### src/rtl/npu_cfg_pkg.sv
// Shared definitions for the NPU configuration path: word layout,
// command encodings and loader FSM state encodings.
package npu_cfg_pkg;

   localparam int unsigned CFG_WORD_W = 26;
   localparam int unsigned CFG_ADDR_W = 8;
   localparam int unsigned CFG_DATA_W = 16;
   localparam int unsigned CFG_LEN_W  = 8;

   // Field positions inside a config word
   localparam int unsigned CMD_MSB  = 25;
   localparam int unsigned CMD_LSB  = 24;
   localparam int unsigned ADDR_MSB = 23;
   localparam int unsigned ADDR_LSB = 16;
   localparam int unsigned DATA_MSB = 15;
   localparam int unsigned DATA_LSB = 0;

   typedef enum logic [1:0] {
      CMD_WRITE = 2'b00,
      CMD_BURST = 2'b01,
      CMD_START = 2'b10,
      CMD_NOP   = 2'b11
   } cmd_e;

   typedef enum logic [2:0] {
      S_IDLE  = 3'd0,
      S_POP   = 3'd1,
      S_CAPT  = 3'd2,
      S_WR    = 3'd3,
      S_BPOP  = 3'd4,
      S_BCAPT = 3'd5,
      S_BWR   = 3'd6,
      S_SWAIT = 3'd7
   } state_e;

endpackage

### src/rtl/npu_config_loader_if.sv
// Bus bundle between the config loader, its source FIFO and the NPU
// config port. master = loader side, slave = FIFO/NPU side.
interface npu_config_loader_if #(
   parameter int unsigned WORD_W = 26,
   parameter int unsigned ADDR_W = 8,
   parameter int unsigned DATA_W = 16
);
   logic [WORD_W-1:0] fifo_dout;
   logic              fifo_empty;
   logic              fifo_rd_en;
   logic              cfg_wr_en;
   logic [ADDR_W-1:0] cfg_addr;
   logic [DATA_W-1:0] cfg_data;
   logic              cfg_ready;
   logic              npu_busy;
   logic              npu_start;
   logic              busy;

   modport master (
      input  fifo_dout, fifo_empty, cfg_ready, npu_busy,
      output fifo_rd_en, cfg_wr_en, cfg_addr, cfg_data, npu_start, busy
   );

   modport slave (
      output fifo_dout, fifo_empty, cfg_ready, npu_busy,
      input  fifo_rd_en, cfg_wr_en, cfg_addr, cfg_data, npu_start, busy
   );
endinterface

### src/rtl/npu_config_loader.sv
// Pops config words from a non-FWFT FIFO (1-cycle read latency),
// decodes WRITE / BURST / START / NOP and drives the NPU config
// write port and start pulse.
module npu_config_loader
   import npu_cfg_pkg::*;
#(
   parameter int unsigned WORD_W = 26,
   parameter int unsigned ADDR_W = 8,
   parameter int unsigned DATA_W = 16,
   parameter int unsigned LEN_W  = 8
) (
   input  logic                clk,
   input  logic                srst,
   npu_config_loader_if.master bus
);

   state_e            state_q, state_d;
   logic [ADDR_W-1:0] addr_q, addr_d;
   logic [DATA_W-1:0] data_q, data_d;
   logic [LEN_W-1:0]  count_q, count_d;

   logic              rd_en;
   logic              wr_en;
   logic              start;

   cmd_e              w_cmd;
   logic [ADDR_W-1:0] w_addr;
   logic [DATA_W-1:0] w_data;
   logic [LEN_W-1:0]  w_len;

   assign w_cmd  = cmd_e'(bus.fifo_dout[WORD_W-1 -: 2]);
   assign w_addr = bus.fifo_dout[DATA_W +: ADDR_W];
   assign w_data = bus.fifo_dout[0 +: DATA_W];
   assign w_len  = w_data[LEN_W-1:0];

   // State and datapath registers; reset drops any pending write
   always_ff @(posedge clk) begin
      if (srst) begin
         state_q <= S_IDLE;
         addr_q  <= '0;
         data_q  <= '0;
         count_q <= '0;
      end else begin
         state_q <= state_d;
         addr_q  <= addr_d;
         data_q  <= data_d;
         count_q <= count_d;
      end
   end

   // Next-state, datapath update and output decode
   always_comb begin
      state_d = state_q;
      addr_d  = addr_q;
      data_d  = data_q;
      count_d = count_q;
      rd_en   = 1'b0;
      wr_en   = 1'b0;
      start   = 1'b0;

      case (state_q)
         S_IDLE: begin
            if (!bus.fifo_empty) state_d = S_POP;
         end
         S_POP: begin
            if (!bus.fifo_empty) begin
               rd_en   = 1'b1;
               state_d = S_CAPT;
            end
         end
         S_CAPT: begin
            case (w_cmd)
               CMD_WRITE: begin
                  addr_d  = w_addr;
                  data_d  = w_data;
                  state_d = S_WR;
               end
               CMD_BURST: begin
                  if (w_len == '0) begin
                     state_d = S_IDLE;
                  end else begin
                     addr_d  = w_addr;
                     count_d = w_len;
                     state_d = S_BPOP;
                  end
               end
               CMD_START: state_d = S_SWAIT;
               default:   state_d = S_IDLE;
            endcase
         end
         S_WR: begin
            wr_en = 1'b1;
            if (bus.cfg_ready) state_d = S_IDLE;
         end
         S_BPOP: begin
            if (!bus.fifo_empty) begin
               rd_en   = 1'b1;
               state_d = S_BCAPT;
            end
         end
         S_BCAPT: begin
            data_d  = w_data;
            state_d = S_BWR;
         end
         S_BWR: begin
            wr_en = 1'b1;
            if (bus.cfg_ready) begin
               addr_d  = addr_q + ADDR_W'(1);
               count_d = count_q - LEN_W'(1);
               state_d = (count_q == LEN_W'(1)) ? S_IDLE : S_BPOP;
            end
         end
         S_SWAIT: begin
            if (!bus.npu_busy) begin
               start   = 1'b1;
               state_d = S_IDLE;
            end
         end
         default: state_d = S_IDLE;
      endcase
   end

   assign bus.fifo_rd_en = rd_en;
   assign bus.cfg_wr_en  = wr_en;
   assign bus.cfg_addr   = addr_q;
   assign bus.cfg_data   = data_q;
   assign bus.npu_start  = start;
   assign bus.busy       = (state_q != S_IDLE);

endmodule
### src/flat_wrapper.sv
// flat-port wrapper written by rule: the top's interface ports become plain ports
module npu_config_loader_flat import npu_cfg_pkg::*;
#(
   parameter int unsigned WORD_W = 26,
   parameter int unsigned ADDR_W = 8,
   parameter int unsigned DATA_W = 16,
   parameter int unsigned LEN_W  = 8
)
  (clk, srst, bus_fifo_dout, bus_fifo_empty, bus_cfg_ready, bus_npu_busy, bus_fifo_rd_en, bus_cfg_wr_en, bus_cfg_addr, bus_cfg_data, bus_npu_start, bus_busy);
  npu_config_loader_if #(.WORD_W(WORD_W), .ADDR_W(ADDR_W), .DATA_W(DATA_W)) bus_i ();
  input  logic clk;
  input  logic srst;
  input wire logic [$bits(bus_i.fifo_dout)-1:0] bus_fifo_dout;
  input wire logic [$bits(bus_i.fifo_empty)-1:0] bus_fifo_empty;
  input wire logic [$bits(bus_i.cfg_ready)-1:0] bus_cfg_ready;
  input wire logic [$bits(bus_i.npu_busy)-1:0] bus_npu_busy;
  output wire logic [$bits(bus_i.fifo_rd_en)-1:0] bus_fifo_rd_en;
  output wire logic [$bits(bus_i.cfg_wr_en)-1:0] bus_cfg_wr_en;
  output wire logic [$bits(bus_i.cfg_addr)-1:0] bus_cfg_addr;
  output wire logic [$bits(bus_i.cfg_data)-1:0] bus_cfg_data;
  output wire logic [$bits(bus_i.npu_start)-1:0] bus_npu_start;
  output wire logic [$bits(bus_i.busy)-1:0] bus_busy;
  assign bus_i.fifo_dout = bus_fifo_dout;
  assign bus_i.fifo_empty = bus_fifo_empty;
  assign bus_i.cfg_ready = bus_cfg_ready;
  assign bus_i.npu_busy = bus_npu_busy;
  assign bus_fifo_rd_en = bus_i.fifo_rd_en;
  assign bus_cfg_wr_en = bus_i.cfg_wr_en;
  assign bus_cfg_addr = bus_i.cfg_addr;
  assign bus_cfg_data = bus_i.cfg_data;
  assign bus_npu_start = bus_i.npu_start;
  assign bus_busy = bus_i.busy;
  npu_config_loader #(.WORD_W(WORD_W), .ADDR_W(ADDR_W), .DATA_W(DATA_W), .LEN_W(LEN_W)) u_core (.clk(clk), .srst(srst), .bus(bus_i));
endmodule
### config.mk
export PLATFORM = sky130hd
export DESIGN_NAME = npu_config_loader_flat
export DESIGN_NICKNAME = d
export VERILOG_FILES = /design/src/rtl/npu_cfg_pkg.sv /design/src/rtl/npu_config_loader_if.sv /design/src/rtl/npu_config_loader.sv /design/src/flat_wrapper.sv
export SDC_FILE = /design/constraint.sdc
export NUM_CORES = 1
export LEC_CHECK = 0
export ABC_AREA = 1
export CORE_ASPECT_RATIO = 0.9
export CORE_MARGIN = 2
export CORE_UTILIZATION = 50
export CTS_BUF_LIST = sky130_fd_sc_hd__clkbuf_4 sky130_fd_sc_hd__clkbuf_8 sky130_fd_sc_hd__clkbuf_16
export DETAILED_ROUTE_END_ITERATION = 8
export PLACE_DENSITY_LB_ADDON = 0.1
export SETUP_SLACK_MARGIN = 0.15
export SLEW_MARGIN = 20
export SYNTH_ARGS = -nofsm -noshare
export SYNTH_HDL_FRONTEND = slang
export SYNTH_SLANG_ARGS = --single-unit
### constraint.sdc
create_clock -name clk -period 3.3 [get_ports clk]
set_input_delay 0.66 -clock clk [delete_from_list [all_inputs] [get_ports clk]]
set_output_delay 0.66 -clock clk [all_outputs]
set_load 0.05 [all_outputs]
==> results.md <==
- Overall global routing resource usage: 22.3%
- CP top delay family: buffers and inverters
- # setup viols final: 0
- Clock Tree Root: clkbuf_8
- Setup slack, reg-to-reg: 1.64 ns
- Design Power: 1.15 mW
- Top cell by count, worst path: clkdlybuf4s50_1
- Number of buffers inserted by hold repair at cts: 0
- Post-cts sizing count: 0
- Fmax: 347 MHz
- FP Rows: 21
- Critical path depth: 3
- Total number of vias: 2041
- Power per cell area: 441 mW/mm^2
- P&R area growth vs syn: 35.5%
- DR WL/cell: 11.6 microns
- Yosys cell types: 28
- Arrival time at the worst endpoint: 2.23 ns
- CP startpoint kind: input port
- Max Cap Viol: 0
- Die H: 63.0 microns
- Fin Setup TNS: 0 ns
- NumNets Final: 393
- Post-CTS Setup Bufs: 0
- Mapped Nets: 333
- #FFs+latches synth: 35
- CTS tree: done
- Clock buffer count from CTS: 5
- R2R depth: 8
- Hold Path Class: reg -> reg
- RSZ-0062 raised after global routing: false
- Vias in the first global route: 1804
- Maximum level of the CTS H-tree: 2
- Clock Latency Late Sink: 0.28 ns
- Worst path bufs/invs: 2
- Sink Count: 35
- Overflow after GRT: 0
- Post-synth top area share: 36.3%
- Vias per Instance: 5.03
- Leak pwr: 1.17 nW
- Synthesis warning total: 0
- ANT cells: 0
- Endpoint class of the critical path: primary output
- Share of post-route cells with drive strength above 1: 6.94%
- Core area: 0.00370 sq mm
- Slew margin rel.: 59.3%
- Synth area leaders: dfxtp_1 (36%), nor2_1 (13%), nand2_1 (12%)
- WS Path Type: in -> out
- Final WL: 4710 microns
- Crit-path max FO: 2
- Slowest cell on the critical path: clkdlybuf4s50_1
- Register area share after synthesis: 36.3%
- Worst VDD drop: 328 uV
- Pre-antenna DRT Iters: 4
- Fin crit period: 2.89 ns
- Die W: 69.5 microns
- Initial core utilization: 52.1%
- Synth Area per Inst: 6.46 sq um
- CP endpoint: bus_npu_start
- CTS Buffer Depth: 2
- Antenna viol nets, final: 0
- Largest net degree at the start of global routing: 23
- First-pass GRT wire length: 8020 microns
- Die Area: 0.00438 sq mm
- Crit share post-route: 87.4%
- Status: finished clean
- Peak per-stage delay on the critical path: 0.85 ns
- Boundary Pins: 59
- Crit-path cells: clkdlybuf4s50_1, nor4_1, clkdlybuf4s50_1
- CP Launch Point: bus_npu_busy
- Slew Viols, Final: 0
- RD Place Congestion: 0.888
- Synth Cell Area: 0.00193 sq mm
- Clk_skew: 0.00598 ns
- Residual DRC count: 0
- FF-to-FF Start: u_core.state_q[0]$_SDFFE_PP0P_
- Port bufs: 58
- Hpwl dp: 3410 microns
- Worst endpoint required time: 2.64 ns
- Worst-Margin Slew: 0.610 ns
- Initial antenna violation count: 0
- Worst-path clk slew: 0.07 ns
- Final hold viol count: 0
- Worst R2R End: u_core.state_q[2]$_SDFFE_PP0P_
- Hold path cells: 2
- DRT iter0 DRCs: 140
- Cell taking the most area after synthesis: dfxtp_1
- Post-Syn Instances: 299
-- area by class of cell --
class / instances / area (sq um)
fill: 328 / 1090
multi-input combinational: 223 / 1040
sequential: 35 / 701
timing repair buffer: 61 / 603
inverter: 33 / 129
clock buffer: 6 / 76.3
tap: 46 / 57.6
clock inverter: 2 / 12.5
-- power by group --
| group | switching [mW] | leakage (nW) | internal (mW) |
|---|---|---|---|
| Sequential | 0.0312 | 0.285 | 0.455 |
| Clock | 0.162 | 0.0446 | 0.156 |
| Combinational | 0.218 | 0.844 | 0.132 |
| Total | 0.410 | 1.17 | 0.743 |
-- state kept, by name, summed over array words and instances, names as in the netlist --
| name | cells |
|---|---|
| u_core.bus.cfg_data | 16 |
| u_core.state_q | 3 |
| u_core.count_q | 8 |
| u_core.bus.cfg_addr | 8 |
-- worst min-delay path by stage --
stage / start / end / slack (ns)
5_1_grt: u_core.count_q[6]$_SDFFE_PP0P_ / u_core.count_q[6]$_SDFFE_PP0P_ / 0.50
4_1_cts: u_core.count_q[6]$_SDFFE_PP0P_ / u_core.count_q[6]$_SDFFE_PP0P_ / 0.48
2_1_floorplan: u_core.count_q[6]$_SDFFE_PP0P_ / u_core.count_q[6]$_SDFFE_PP0P_ / 0.45
6_report: u_core.count_q[6]$_SDFFE_PP0P_ / u_core.count_q[6]$_SDFFE_PP0P_ / 0.49
3_5_place_dp: u_core.count_q[6]$_SDFFE_PP0P_ / u_core.count_q[6]$_SDFFE_PP0P_ / 0.47
3_3_place_gp: u_core.count_q[6]$_SDFFE_PP0P_ / u_core.count_q[6]$_SDFFE_PP0P_ / 0.47
-- cell usage after synthesis --
| cell | count |
|---|---|
| o31ai_1 | 1 |
| nor4_1 | 1 |
| or2_2 | 2 |
| inv_4 | 2 |
| o21ai_4 | 1 |
| clkbuf_1 | 3 |
| buf_4 | 1 |
| nor2_1 | 68 |
| nand3_1 | 16 |
| nand2_1 | 62 |
| o21ai_0 | 36 |
| nand2_2 | 2 |
| nor2_2 | 1 |
| inv_1 | 29 |
| nor3_1 | 1 |
| ha_1 | 3 |
| inv_2 | 2 |
| nand4_1 | 5 |
| o21ai_2 | 1 |
| xor2_1 | 1 |
| a21oi_1 | 12 |
| dfxtp_1 | 35 |
| buf_6 | 4 |
| o21ai_1 | 4 |
| a211oi_1 | 1 |
| nand2_4 | 1 |
| xnor2_1 | 2 |
| nand3_2 | 2 |
-- stage by stage --
step,area (sq um),worst slack (ns),hold slack [ns],utilization (%),cells
6_report,2620,0.414,0.488,70.6,406
5_1_grt,2620,0.334,0.504,70.6,406
4_1_cts,2620,0.410,0.484,70.6,406
3_5_place_dp,2530,0.410,0.473,68.2,398
3_3_place_gp,2530,0.458,0.466,68.2,398
2_1_floorplan,1930,0.425,0.450,-,299
-- worst register-to-register path, cell delays in order (launching register included) --
cell     delay [ns]
dfxtp_1        0.47
inv_2          0.11
nand3_2        0.07
buf_4          0.24
inv_1          0.26
o21ai_0        0.17
nand3_1        0.12
nor2_1         0.10
nor2_1         0.04
-- cell families (layout without fill, tap and decap cells) --
group	Yosys count	after routing	share of synthesized area, %
AND/OR/NAND/NOR	161	161	34.9
AO/OA/AOI/OAI	56	56	15.6
buffers and inverters	41	102	9.98
flip-flops	35	35	36.3
adder cells (fa/ha/maj)	3	3	1.94
XOR/XNOR	3	3	1.36
-- cells in the final DEF, fill, tap and decap left out, drive strengths merged --
cell type / synthesis / routed
nor4: 1 / 1
xnor2: 2 / 2
a21oi: 12 / 12
a211oi: 1 / 1
nand3: 18 / 18
dfxtp: 35 / 35
clkbuf: 3 / 6
xor2: 1 / 1
ha: 3 / 3
clkinvlp: 0 / 1
inv: 33 / 33
o31ai: 1 / 1
or2: 2 / 2
nor2: 69 / 69
buf: 5 / 3
o21ai: 42 / 42
clkinv: 0 / 1
clkdlybuf4s50: 0 / 58
nand2: 65 / 65
nor3: 1 / 1
nand4: 5 / 5
-- per-layer routing --
metal	GRT usage, %	share of wire [%]	vias to the layer above
met5	0	0	-
met4	6.37	0.81	0
met3	6.13	6.5	4
met2	35.8	44	61
met1	29.4	49	900
li1	-	-	1076
Power figures use the tool's default switching activity.
